File: src/rtl/i2c_target.sv
// I2C target: oversampled SCL/SDA, START/STOP decode, 7-bit address match and
// byte-wide strobe interface toward the local logic. SDA is open-drain via SDA_config.
module i2c_target #(
  parameter logic [6:0] ADDRESS     = 7'h42,
  parameter int         SYNC_STAGES = 2
) (
  input  logic       cpu_clock,
  input  logic       reset,
  input  logic       SCL_in,
  input  logic       SDA_in,
  output logic       SDA_out,
  output logic       SDA_config,
  output logic [7:0] rx_data,
  output logic       rx_valid,
  output logic       rx_first,
  output logic       tx_request,
  input  logic [7:0] tx_data,
  output logic       busy
);

  // state    | meaning
  // IDLE     | bus free, waiting for START
  // ADDR     | shifting in address + R/W
  // ADDR_ACK | acknowledging our address
  // RX       | receiving a data byte
  // RX_ACK   | acknowledging a received byte
  // TX       | driving a data byte, MSB first
  // TX_ACK   | sampling controller ACK/NACK
  // IGNORE   | not addressed, wait for START/STOP
  typedef enum logic [2:0] {
    IDLE, ADDR, ADDR_ACK, RX, RX_ACK, TX, TX_ACK, IGNORE
  } state_t;

  state_t                 state;
  logic [SYNC_STAGES-1:0] scl_sync;
  logic [SYNC_STAGES-1:0] sda_sync;
  logic                   scl_prev;
  logic                   sda_prev;
  logic                   scl;
  logic                   sda;
  logic                   scl_rise;
  logic                   scl_fall;
  logic                   start_det;
  logic                   stop_det;
  logic [7:0]             shift;
  logic [7:0]             byte_in;
  logic [3:0]             bit_cnt;
  logic                   rw;
  logic                   first_armed;
  logic                   ack_phase;
  logic                   acked;

  assign scl       = scl_sync[SYNC_STAGES-1];
  assign sda       = sda_sync[SYNC_STAGES-1];
  assign scl_rise  = scl & ~scl_prev;
  assign scl_fall  = ~scl & scl_prev;
  assign start_det = scl & scl_prev & sda_prev & ~sda;
  assign stop_det  = scl & scl_prev & ~sda_prev & sda;
  assign byte_in   = {shift[6:0], sda};
  assign SDA_out   = 1'b0;

  always_ff @(posedge cpu_clock) begin
    if (reset) begin
      // Synchronisers come out of reset at the idle bus level so no edge is invented.
      scl_sync    <= '1;
      sda_sync    <= '1;
      scl_prev    <= 1'b1;
      sda_prev    <= 1'b1;
      state       <= IDLE;
      shift       <= 8'h00;
      bit_cnt     <= 4'd0;
      rw          <= 1'b0;
      first_armed <= 1'b0;
      ack_phase   <= 1'b0;
      acked       <= 1'b0;
      SDA_config  <= 1'b0;
      rx_data     <= 8'h00;
      rx_valid    <= 1'b0;
      rx_first    <= 1'b0;
      tx_request  <= 1'b0;
      busy        <= 1'b0;
    end else begin
      scl_sync   <= {scl_sync[SYNC_STAGES-2:0], SCL_in};
      sda_sync   <= {sda_sync[SYNC_STAGES-2:0], SDA_in};
      scl_prev   <= scl;
      sda_prev   <= sda;
      rx_valid   <= 1'b0;
      rx_first   <= 1'b0;
      tx_request <= 1'b0;

      if (stop_det) begin
        state      <= IDLE;
        SDA_config <= 1'b0;
        busy       <= 1'b0;
      end else if (start_det) begin
        state      <= ADDR;
        bit_cnt    <= 4'd0;
        SDA_config <= 1'b0;
        busy       <= 1'b0;
      end else begin
        case (state)
          IDLE: ;
          ADDR: if (scl_rise) begin
            shift   <= byte_in;
            bit_cnt <= bit_cnt + 4'd1;
            if (bit_cnt == 4'd7) begin
              if (byte_in[7:1] == ADDRESS && byte_in[7:1] != 7'd0) begin
                state       <= ADDR_ACK;
                busy        <= 1'b1;
                rw          <= byte_in[0];
                first_armed <= 1'b1;
                ack_phase   <= 1'b0;
              end else begin
                state <= IGNORE;
              end
            end
          end
          // First fall pulls SDA for the ACK slot, the second one ends it.
          ADDR_ACK, RX_ACK: if (scl_fall) begin
            if (!ack_phase) begin
              SDA_config <= 1'b1;
              ack_phase  <= 1'b1;
            end else begin
              SDA_config <= 1'b0;
              bit_cnt    <= 4'd0;
              if (state == ADDR_ACK && rw) begin
                tx_request <= 1'b1;
                state      <= TX;
              end else begin
                state <= RX;
              end
            end
          end
          RX: if (scl_rise) begin
            shift   <= byte_in;
            bit_cnt <= bit_cnt + 4'd1;
            if (bit_cnt == 4'd7) begin
              rx_data     <= byte_in;
              rx_valid    <= 1'b1;
              rx_first    <= first_armed;
              first_armed <= 1'b0;
              ack_phase   <= 1'b0;
              state       <= RX_ACK;
            end
          end
          // tx_data is taken in the cycle tx_request is high, one cycle after the SCL fall.
          TX: if (tx_request) begin
            shift      <= tx_data;
            SDA_config <= ~tx_data[7];
            bit_cnt    <= 4'd1;
          end else if (scl_fall) begin
            if (bit_cnt == 4'd8) begin
              SDA_config <= 1'b0;
              acked      <= 1'b0;
              state      <= TX_ACK;
            end else begin
              shift      <= {shift[6:0], 1'b0};
              SDA_config <= ~shift[6];
              bit_cnt    <= bit_cnt + 4'd1;
            end
          end
          TX_ACK: if (scl_rise) begin
            if (sda) begin
              state <= IGNORE;
              busy  <= 1'b0;
            end else begin
              acked <= 1'b1;
            end
          end else if (scl_fall && acked) begin
            tx_request <= 1'b1;
            bit_cnt    <= 4'd0;
            state      <= TX;
          end
          IGNORE: SDA_config <= 1'b0;
          default: state <= IDLE;
        endcase
      end
    end
  end

endmodule

File: config.mk
export PLATFORM = sky130hd
export DESIGN_NAME = i2c_target
export DESIGN_NICKNAME = d
export VERILOG_FILES = /design/src/rtl/i2c_target.sv
export SDC_FILE = /design/constraint.sdc
export NUM_CORES = 1
export LEC_CHECK = 0
export ABC_AREA = 1
export CAP_MARGIN = 20
export CORE_MARGIN = 2
export CORE_UTILIZATION = 59
export CTS_BUF_LIST = sky130_fd_sc_hd__clkbuf_4 sky130_fd_sc_hd__clkbuf_8 sky130_fd_sc_hd__clkbuf_16
export DETAILED_ROUTE_END_ITERATION = 8
export PLACE_DENSITY = 0.94
export SLEW_MARGIN = 20
export SYNTH_ARGS = -nofsm -noshare
export SYNTH_HDL_FRONTEND = slang
export SYNTH_SLANG_ARGS = --single-unit
File: constraint.sdc
create_clock -name cpu_clock -period 2.3 [get_ports cpu_clock]
set_input_delay 0.23 -clock cpu_clock [delete_from_list [all_inputs] [get_ports cpu_clock]]
set_output_delay 0.23 -clock cpu_clock [all_outputs]
set_load 0.01 [all_outputs]
### Yosys cells after proc, flatten, opt, wreduce, memory -nomap -nowiden

Index checks and enable logic that the tools add are counted.
Widths: inputs -> output; s select.

| storage, ports and cells | value |
|---|---|
| memories | 0 |
| flip-flop bits (word level) | 37 |
| word-level logic and storage cells | 175 |
| output and inout bits | 14 |
| ROM bits | 0 |
| input port bits | 12 |
| RAM bits | 0 |
| latch bits | 0 |

| operators by class | value |
|---|---|
| muxes and demuxes | 64 |
| shift-type cells | 0 |
| multiply operators | 0 |
| bitwise gates (word level) | 18 |
| magnitude comparators | 0 |
| equality and inequality tests | 44 |
| $add $sub $neg | 1 |
| div/mod/pow operators | 0 |
| reduce and logical (&&, ||, !) cells | 30 |

Operators with widths:

| cell | count |
|---|---|
| $ne 3x3->1 const B | 15 |
| $mux 3 | 14 |
| $mux 4 | 9 |
| $mux 1 | 28 |
| $mux 7 | 4 |
| $ne 2x2->1 const B | 13 |
| $reduce_and 12->1 | 2 |
| $reduce_and 6->1 | 3 |
| $reduce_and 9->1 | 2 |
| $ne 4x4->1 const B | 4 |
| $pmux 4 s4 | 1 |
| $reduce_and 8->1 | 2 |
| $pmux 3 s5 | 1 |
| $pmux 7 s2 | 1 |
| $eq 3x3->1 const B | 4 |
| $not 1->1 | 11 |
| $reduce_bool 5->1 | 2 |
| $pmux 1 s2 | 4 |
| $reduce_bool 2->1 | 4 |
| $and 1x1->1 | 7 |
| $eq 7x7->1 const B | 1 |
| $reduce_bool 7->1 | 1 |
| $eq 3x2->1 const B | 2 |
| $pmux 1 s3 | 2 |
| other kinds (15) | 20 |

### Depth between registers and ports, before layout

| depth | value |
|---|---|
| depth in word-level cells | 7 |
| depth in mapped cells | 12 |
| depth with buffers taken out | 12 |

### Worst setup path after synthesis

Ideal clock, no wire load.

| timing path | value |
|---|---|
| path type | register -> register |
| start point | reg bit_cnt[0] |
| end point | reg bit_cnt[0] |
| setup slack | 0.920 ns |
| period minus slack after synthesis | 1.380 ns |
| data arrival time | 1.262 ns |
| buffers on the path | 0 |
| data required time | 2.183 ns |
| library setup time | 0.117 ns |
| stages on the path, launching flop included | 11 |
| cells stage by stage | dfxtp_1 inv_1 ha_1 nand2_1 nor2_1 nand2_1 nand2_4 inv_4 nand3_4 o21ai_0 nor2_1 |

| between the ends | value |
|---|---|
| cells in the longest elaborated chain, start to end | 6 |
| elaborated cells on any way between the ends | 10 |
| those cells by class | add/sub (1); eq/ne (2); mux (6); reduce/logical (1) |

Ends and longest elaborated chain:

| what | RTL line | text |
|---|---|---|
| start: declaration | 47 | `logic [3:0] bit_cnt;` |
| start signal: assignment | 105 | `bit_cnt <= bit_cnt + 4'd1;` |
| start signal: assignment | 136 | `bit_cnt <= bit_cnt + 4'd1;` |
| start signal: assignment | 159 | `bit_cnt <= bit_cnt + 4'd1;` |
| $add 4x1->4 | 105, 136, 159 |  |
| $mux 4 | 152 | `if (bit_cnt == 4'd8) begin` |
| $mux 4 | 151 | `end else if (scl_fall) begin` |
| $mux 4 | 147 | `TX: if (tx_request) begin` |
| $pmux 4 s4 | 101 | `case (state)` |
| $mux 4 | 95 | `end else if (start_det) begin` |

Several ways; a longest one is shown, not always the timed one. The select of a mux whose other input is x is not followed.
A chain may end at the register's enable or synchronous reset.

### Worst setup path after layout

| timing path | value |
|---|---|
| start point | reg state[2] |
| end point | reg bit_cnt[3] |

| between the ends | value |
|---|---|
| cells in the longest elaborated chain, start to end | 4 |
| elaborated cells on any way between the ends | 19 |
| those cells by class | eq/ne (13); mux (2); reduce/logical (4) |

Ends and longest elaborated chain:

| what | RTL line | text |
|---|---|---|
| start: declaration | 34 | `state_t state;` |
| start signal: assignment | 69 | `state <= IDLE;` |
| start signal: assignment | 92 | `state <= IDLE;` |
| start signal: assignment | 96 | `state <= ADDR;` |
| $eq 3x2->1 (tied with other cells) | 101 |  |
| $reduce_or 2->1 (on tied branches) | - |  |
| $ne 3x1->1 (no source line) (tied with other cells) | - |  |
| $reduce_and 9->1 (no source line) / $mux 4 (equally long branches) | - |  |

Several ways; a longest one is shown, not always the timed one.

==> metrics.txt <==
status finished, final reports clean; Hold Vio Cnt, Final 0; # IOs 26; postcts setup bufs 0; final-report setup violation count 0; Die Wd 62.9 um; CP required between 2 and 3 ns; CTS tree built; syn nets 322; multi-input logic area 1120 sq um; final worst setup slack just over 0.5 ns; unrepaired setup endpoints after global routing false; critical path fanouts, max 14; Place WS roughly 0.54 ns; count of pins over their slew limit 0; CTS resizes 0; final wirelength approximately 5000 um; Starting Density 0.613; largest net degree at the start of global routing 16; Nets 350; total gr overflow 0; FF/Latch Area 741 sq um; Post-synth EDFFs 0; Final period util 0.781; cell taking the most area after synthesis dfxtp_1; Num Clock Sinks 37; PwrDens 1020 nW/um^2; type of the most critical hold path register to register; CP startpoint kind register; register bit total from synthesis 37; critical path class register to register; r2r setup slk 0.50 ns; Antenna diodes 0; # hold bufs at CTS 0; first-pass GRT wire length 8340 um; Tot Pwr around 0.0024 W; core box area 3340 sq um; Vert. Die Dim 62.9 um; max_slew headroom 0.663; Detail Placement HPWL 3780 um; Worst Path Arrival 2.08 ns; warnings from Yosys 0; Syn Area/Cell 6.64 sq um; synthesis-to-finish area growth 15.6%; CTS Root Cell clkbuf_4; Unique masters post-synth 34; initial drt markers 188; leading post-synthesis cells by cell area dfxtp_1, nand2_1, nor2_1; total negative setup slack 0 ns; worst skew pair latency 0.34 ns; antenna violations before repair 0; Max Cap Viol 0; Peak VDD IR ~0.00054 V; DRC errors left 0; Async SR Flop Fraction 0; Clock Skew 0.0161 ns; Main synth FF type dfxtp_1; via count ~2,100; Worst-Margin Slew 0.501 ns; drt wl/cell 13.0 um; gr usage total 0.267; cell row count 21; Clock Path Buffers 2; CP Capture Type register; Num CTS Buffers 5; layout cell share with drive strength beyond 1 0.119; port bufs 24; GP Congestion a little under 1; Leak 1.03 nW; minimum clock period around 1.8 ns; Die Area 3950 sq um; fmax ~560 MHz; fillers 285; CTS H-tree depth 2; drt first pass iters 4; cells after synthesis 308; vias in the first global route slightly below 2,000; Antenna Violating Nets Remaining 0; area share of the largest cell type after synthesis 0.362; sequential-to-total area share from yosys stat 0.362; Vias per Instance roughly 5.5; Clock Pin Slew Worst Setup and Hold Paths roughly 0.10 ns; Synth Cell Area 2050 sq um
-- layout make-up --
cell class	instances	area share
flip-flops and latches	37	0.313
clock inverters	1	0.00370
multi-input cells	232	0.475
repair buffers	27	0.111
well taps	46	0.0243
clock buffers	6	0.0190
inverters	33	0.0534
-- cell usage after synthesis (2+ instances only) --
cell type  instances
nor2_4             4
inv_2              5
nor2_1            48
or2_2              5
inv_1             27
nand2_1           79
dfxtp_1           37
nor2_2             4
nand3_1           19
nor3_1             3
buf_4              2
nand4_1            7
a21oi_1           20
o21ai_0           21
ha_1               2
buf_6              2
nand2_2            6
-- final timing paths --
path | startpoint | endpoint | depth (start not counted)
worst max register to register | state[2] | bit_cnt[3] | 10
worst max-delay path | state[2] | bit_cnt[3] | 10
worst min register to register | sda_sync[0] | sda_sync[1] | 1
worst min-delay path | sda_sync[0] | sda_sync[1] | 1
-- sequential cells by signal, indices dropped and copies added, names as in the netlist, 2 cells and up --
signal,count
sda_sync,2
state,3
scl_sync,2
bit_cnt,4
shift,7
rx_data,8
-- layer usage --
| layer | vias to the layer above | GRT usage | wire, um |
|---|---|---|---|
| li1 | 1035 | - | - |
| met1 | 946 | 0.321 | 2080 |
| met2 | 94 | 0.460 | 2440 |
| met3 | 12 | 0.0541 | 354 |
| met4 | 0 | 0.114 | 106 |
| met5 | - | 0 | 0 |
-- layout by cell type (no fill, tap or decap), types with 2 or more instances in the layout --
cell             instances
or2_2                    5
clkdlybuf4s50_1         24
nand2_1                 79
nor2_4                   4
dfxtp_1                 37
nand4_1                  7
clkbuf_4                 6
a21oi_1                 20
inv_2                    5
o21ai_0                 21
ha_1                     2
buf_4                    3
nand2_2                  6
nor2_1                  48
inv_1                   27
nand3_1                 19
nor2_2                   4
nor3_1                   3
-- metrics by stage --
stage,instance area [sq um],hold slack [ns],cells,utilization
2_1_floorplan,2050,0.334,308,-
3_3_place_gp,2310,0.391,375,0.693
3_5_place_dp,2310,0.397,375,0.693
4_1_cts,2360,0.421,382,0.709
5_1_grt,2360,0.448,382,0.709
6_report,2360,0.418,382,0.709
-- critical path, cell delays in order (launching register included) --
cell and delay [ns]:
dfxtp_1 0.51, nand3_2 0.33, nor2_1 0.24, nand2_1 0.13, nand2_4 0.11, inv_4 0.06, nand3_4 0.11, nand2_2 0.06
nand2_1 0.06, nand2_1 0.04, nor2_1 0.07
-- report_power, final --
| part | switching [W] | internal, W |
|---|---|---|
| Clock | 0.000211 | 0.000128 |
| Sequential | 0.000140 | 0.000760 |
| Combinational | 0.000744 | 0.000418 |
-- logic make-up (layout without fill, tap and decap cells) --
group	Yosys count	in the layout	synth area share
compound gates	48	48	0.124
simple gates	181	181	0.411
other cells	1	1	0.00183
flops	37	37	0.362
buf+inv	39	67	0.0887
fa+ha+maj	2	2	0.0122
Note: power is estimated with default switching activity, not from simulation.
